`src/rtl/fetch_stage.sv`:
```
// Instruction-fetch stage: owns the PC, issues held-until-acked IMEM requests and feeds the IF/ID register.
// Optional FETCH_PERF_EN adds saturating fetched/stall counters.
module fetch_stage #(
  parameter int                   ADDR_W    = 32,
  parameter int                   INSTR_W   = 32,
  parameter logic [ADDR_W-1:0]    RESET_PC  = 32'h0000_0000,
  parameter int                   PC_INC    = 4,
  parameter logic [INSTR_W-1:0]   NOP_INSTR = 32'h0000_0013
) (
  input  logic               CLK,
  input  logic               RST,
  output logic               IMEM_REQ,
  output logic [ADDR_W-1:0]  IMEM_ADDR,
  input  logic               IMEM_ACK,
  input  logic [INSTR_W-1:0] IMEM_RDATA,
  input  logic               REDIRECT,
  input  logic [ADDR_W-1:0]  REDIRECT_PC,
  input  logic               ID_READY,
  output logic               IF_ID_VALID,
  output logic [ADDR_W-1:0]  IF_ID_PC,
  output logic [INSTR_W-1:0] IF_ID_INSTR
`ifdef FETCH_PERF_EN
  ,
  output logic [31:0]        PERF_FETCHED,
  output logic [31:0]        PERF_STALL
`endif
);

  typedef enum logic [1:0] {S_IDLE, S_FETCH, S_FULL} state_t;

  state_t               state, state_n;
  logic [ADDR_W-1:0]    pc_p0, pc_n;
  logic [ADDR_W-1:0]    req_addr_p0, req_addr_n;
  logic                 drop, drop_n;
  logic [ADDR_W-1:0]    skid_pc_p1, skid_pc_n;
  logic [INSTR_W-1:0]   skid_instr_p1, skid_instr_n;
  logic                 vld_skid_p1, vld_skid_n;
  logic                 ifid_vld_n;
  logic [ADDR_W-1:0]    ifid_pc_n;
  logic [INSTR_W-1:0]   ifid_instr_n;
  logic                 ifid_wr;
  logic [ADDR_W-1:0]    seq_pc;

  assign IMEM_REQ  = (state == S_FETCH);
  assign IMEM_ADDR = req_addr_p0;
  assign seq_pc    = req_addr_p0 + ADDR_W'(PC_INC);

  always_comb begin
    state_n      = state;
    pc_n         = pc_p0;
    drop_n       = drop;
    skid_pc_n    = skid_pc_p1;
    skid_instr_n = skid_instr_p1;
    vld_skid_n   = vld_skid_p1;
    ifid_vld_n   = IF_ID_VALID;
    ifid_pc_n    = IF_ID_PC;
    ifid_instr_n = IF_ID_INSTR;
    ifid_wr      = 1'b0;

    if (REDIRECT) begin
      pc_n         = REDIRECT_PC;
      ifid_vld_n   = 1'b0;
      ifid_instr_n = NOP_INSTR;
      vld_skid_n   = 1'b0;
      state_n      = S_FETCH;
      // An unacked request cannot be cancelled on the bus, so its response must be swallowed later.
      drop_n       = (state == S_FETCH) && !IMEM_ACK;
    end else begin
      case (state)
        S_IDLE: state_n = S_FETCH;
        S_FETCH: begin
          if (IMEM_ACK) begin
            if (drop) begin
              drop_n = 1'b0;
              if (IF_ID_VALID && ID_READY) ifid_vld_n = 1'b0;
            end else if (!IF_ID_VALID || ID_READY) begin
              ifid_vld_n   = 1'b1;
              ifid_pc_n    = req_addr_p0;
              ifid_instr_n = IMEM_RDATA;
              ifid_wr      = 1'b1;
              pc_n         = seq_pc;
            end else begin
              skid_pc_n    = req_addr_p0;
              skid_instr_n = IMEM_RDATA;
              vld_skid_n   = 1'b1;
              pc_n         = seq_pc;
              state_n      = S_FULL;
            end
          end else if (IF_ID_VALID && ID_READY) begin
            ifid_vld_n = 1'b0;
          end
        end
        S_FULL: begin
          if (ID_READY) begin
            ifid_vld_n   = vld_skid_p1;
            ifid_pc_n    = skid_pc_p1;
            ifid_instr_n = skid_instr_p1;
            ifid_wr      = vld_skid_p1;
            vld_skid_n   = 1'b0;
            state_n      = S_FETCH;
          end
        end
        default: state_n = S_IDLE;
      endcase
    end

    // The address is frozen only while a request is still awaiting its ACK.
    req_addr_n = ((state == S_FETCH) && !IMEM_ACK) ? req_addr_p0 : pc_n;
  end

  // ---- state / control registers ----
  always_ff @(posedge CLK) begin
    if (!RST) begin
      state       <= S_IDLE;
      pc_p0       <= RESET_PC;
      req_addr_p0 <= RESET_PC;
      drop        <= 1'b0;
      vld_skid_p1 <= 1'b0;
      IF_ID_VALID <= 1'b0;
      IF_ID_PC    <= '0;
      IF_ID_INSTR <= NOP_INSTR;
    end else begin
      state       <= state_n;
      pc_p0       <= pc_n;
      req_addr_p0 <= req_addr_n;
      drop        <= drop_n;
      vld_skid_p1 <= vld_skid_n;
      IF_ID_VALID <= ifid_vld_n;
      IF_ID_PC    <= ifid_pc_n;
      IF_ID_INSTR <= ifid_instr_n;
    end
  end

  // ---- skid data (qualified by vld_skid_p1) ----
  always_ff @(posedge CLK) begin
    skid_pc_p1    <= skid_pc_n;
    skid_instr_p1 <= skid_instr_n;
  end

`ifdef FETCH_PERF_EN
  function automatic logic [31:0] sat_inc(input logic [31:0] v);
    return (v == 32'hFFFF_FFFF) ? v : v + 32'd1;
  endfunction

  always_ff @(posedge CLK) begin
    if (!RST) begin
      PERF_FETCHED <= '0;
      PERF_STALL   <= '0;
    end else begin
      if (ifid_wr) PERF_FETCHED <= sat_inc(PERF_FETCHED);
      if (IF_ID_VALID && !ID_READY) PERF_STALL <= sat_inc(PERF_STALL);
    end
  end
`endif

endmodule

```
`config.mk`:
```
export PLATFORM = sky130hd
export DESIGN_NAME = fetch_stage
export DESIGN_NICKNAME = d
export VERILOG_FILES = /design/src/rtl/fetch_stage.sv
export SDC_FILE = /design/constraint.sdc
export NUM_CORES = 1
export LEC_CHECK = 0
export ABC_AREA = 0
export CAP_MARGIN = 5
export CORE_ASPECT_RATIO = 1.75
export CORE_MARGIN = 3
export CORE_UTILIZATION = 28
export CTS_CLUSTER_DIAMETER = 50
export DETAILED_ROUTE_END_ITERATION = 7
export GPL_TIMING_DRIVEN = 0
export PLACE_DENSITY = 0.58
export REMOVE_ABC_BUFFERS = 1
export SLEW_MARGIN = 20
export SYNTH_ARGS = -nofsm -noshare
export SYNTH_HDL_FRONTEND = slang
export SYNTH_SLANG_ARGS = --single-unit
```
`constraint.sdc`:
```
create_clock -name CLK -period 5.8 [get_ports CLK]
set_input_delay 1.74 -clock CLK [delete_from_list [all_inputs] [get_ports CLK]]
set_output_delay 1.74 -clock CLK [all_outputs]
set_load 0.005 [all_outputs]
```
==> impl_metrics.tcl <==
set metrics [dict create \
    r2r-start "state[1]$_SDFFE_PP0P_" \
    drtPass1Iterations 4 \
    worstMarginPinSlew_ns 1.01 \
    grt_pass1_wl_um 38400 \
    arrival_ns 4.63 \
    netlist_area_um2 8340 \
    clock_skew_ns 0.00697 \
    die-width_um 136 \
    ctsResizeCount 0 \
    slew_headroom_pct 32.6 \
    clkLatencyLatePin_ns 0.45 \
    synth_cell_types 56 \
    drc 0 \
    die_y_um 234 \
    antenna_found_initial 0 \
    finalCritPeriodShare_pct 77.2 \
    ys_top_cells_by_count "dfxtp_1 (133), nor2_1 (95), a211oi_1 (67), mux2i_1 (67), edfxtp_1 (64)" \
    fmax_mhz 223 \
    wl_per_cell_um 18.2 \
    area_delta_synth_final_pct 33.2 \
    rsz0062_at_grt "no" \
    fin_setup_tns_ns 0 \
    ys_seq_elements 197 \
    clk_pin_slew_ns 0.07 \
    die-area_um2 32000 \
    grt_pass1_vias 6729 \
    drt-initial-drc-count 328 \
    powerDensity_nw_per_um2 286 \
    routed_via_density 4.93 \
    critical_path_required_ns 5.95 \
    postCtsSetupBuffers 0 \
    clock_path_buffers 2 \
    ys_warn_count 0 \
    placed_cell_area_um2 10600 \
    cp-start-kind "primary input" \
    r2r_cells 7 \
    cts-buffers-inserted 17 \
    synth_flop_cell "dfxtp_1" \
    crit_chain "clkdlybuf4s50_1 -> and3b_1 -> nand2_1 -> nor2_4 -> buf_12 -> buf_12" \
    hold_path.class "reg -> reg" \
    antenna_left 0 \
    core_region_area_um2 29400 \
    start_util_pct 28.4 \
    ctsHoldBuffers 0 \
    post-route-util_pct 37.8 \
    peakVddDrop_mv 0.219 \
    fin_crit_ns 4.48 \
    crit_path_max_fanout 24 \
    place.gp.congestion 0.725 \
    crit_path_end_kind "register" \
    grt-busiest-layer "met2" \
    vias 6593 \
    cpLargestDelayFamily "simple AND/OR/NAND/NOR gates" \
    p_leak_nw 3.65 \
    drive_above_1_share_pct 6.81 \
    fin_cells 1338 \
    yosysSeqAreaShare_pct 55.0 \
    layout_setup_ws_ns 1.32 \
    slowest_delay_ns 0.87 \
    netlist.area_leader.share_pct 31.9 \
    r2r_end "skid_pc_p1[24]$_DFFE_PP_" \
    path_buf_inv 3 \
    dp.cells 1305 \
    ios 167 \
    globalRoute.totalOverflow 0 \
    post-place-ws_ns 0.795 \
    reg2reg_slack_ns 2.24 \
    synth_top_area_cell "dfxtp_1" \
    grtUsageMet3_pct 3.41 \
    min_to "pc_p0[1]$_SDFF_PN0_" \
    dp_hpwl_um 17000 \
    setup_viol 0 \
    finalHoldViolations 0 \
    fp-row-count 83 \
    use_met2_pct 28.3 \
    yosysMostFrequentCell "dfxtp_1" \
    wl_um 24400 \
    power.total_mw 3.17 \
    final_net_count 1016 \
    cts_num_sinks 197 \
    synthCells 808 \
    grt_max_degree 58 \
    htreeDepth 4 \
    cap_violations 0 \
    hold_depth 2 \
    synth_edf_count 64 \
    cts_tree "done" \
    fin_area_um2 11100 \
    cts_root_buf "clkbuf_16" \
    port-buffer-count 166 \
    avgSynthCellArea_um2 10.3 \
    worstSetupPathType "in -> reg" \
    grt_util_met1_pct 17.8 \
    slowest_stage "and3b_1" \
    synthArstFlopShare_pct 0 \
    maxSlewViolCount 0 \
    cp_common_cell "buf_12" \
    min_from "pc_p0[1]$_SDFF_PN0_" \
    synthTopCellsByArea "dfxtp_1 (32%), edfxtp_1 (23%), mux2i_1 (8.0%)" \
    hold_ws_ns 0.475 \
    grt_use_total_pct 15.6 \
    status "finished, final reports clean" \
]
-- kinds of logic after synthesis --
group,Yosys count,share of synthesized area [%]
AOI/OAI and AO/OA,203,16.9
xor gates and xnor gates,17,1.79
adders and majority gates,5,0.750
muxes,70,8.45
DFF,197,55.0
buffers and inverters,78,3.66
and+or+nand+nor,238,13.5
-- report_power, final --
| group | switching (mW) | leakage, nW | internal, mW |
|---|---|---|---|
| Combinational | 0.229 | 1.72 | 0.260 |
| Sequential | 0.0744 | 1.67 | 1.50 |
| Clock | 0.526 | 0.266 | 0.587 |
| Total | 0.829 | 3.65 | 2.34 |
-- worst min-delay path, stage by stage, from the launching register on --
cell and delay [ns]:
dfxtp_1 0.31, nand2_1 0.05, a31oi_1 0.07
-- placed cells by master, fill, tap and decap left out, types with 7 or more instances in the layout --
master	n
clkdlybuf4s50_1	164
dfxtp_1	133
nor2_1	92
mux2i_1	67
a211oi_1	67
edfxtp_1	64
nand2_1	51
o21ai_0	38
a21oi_1	25
nand3_1	21
clkbuf_16	17
nand4_1	13
xnor2_1	12
inv_1	11
a22o_1	11
nor4_1	9
o22ai_1	8
and2_1	8
a31oi_1	8
nand2b_1	7
o211ai_1	7
-- area by class of cell --
cell class / count / area, um2
diodes: 1 / 2.50
clock buffers: 21 / 440
inverters: 12 / 47.5
multi-input cells: 533 / 3510
repair buffers: 181 / 1950
flip-flops and latches: 197 / 4580
fillers: 2918 / 18300
clock inverters: 11 / 87.6
well taps: 382 / 478
-- worst max path at each step --
stage | from | to | slack (ns) | cells after the start
floorplan | IMEM_ACK | skid_instr_p1[0]$_DFFE_PP_ | -0.03 | 3
global placement | REDIRECT | skid_pc_p1[26]$_DFFE_PP_ | -4.48 | 4
detailed placement | IMEM_ACK | skid_pc_p1[26]$_DFFE_PP_ | 0.80 | 6
CTS | IMEM_ACK | skid_pc_p1[24]$_DFFE_PP_ | 1.29 | 6
global route | IMEM_ACK | skid_pc_p1[24]$_DFFE_PP_ | 1.19 | 6
finish | IMEM_ACK | skid_pc_p1[24]$_DFFE_PP_ | 1.32 | 6
-- metal layers --
metal,vias to the layer above,wire [um]
met1,3155,9940
li1,3253,-
met3,25,1050
met5,-,0
met4,0,472
met2,160,13000
-- flip-flops by register name (all words and copies together), names as in the netlist --
| register | flops |
|---|---|
| skid_pc_p1 | 32 |
| drop | 1 |
| IMEM_ADDR | 32 |
| state | 2 |
| pc_p0 | 32 |
| IF_ID_VALID | 1 |
| skid_instr_p1 | 32 |
| IF_ID_INSTR | 32 |
| IF_ID_PC | 32 |
| vld_skid_p1 | 1 |
Power figures use the tool's default switching activity.
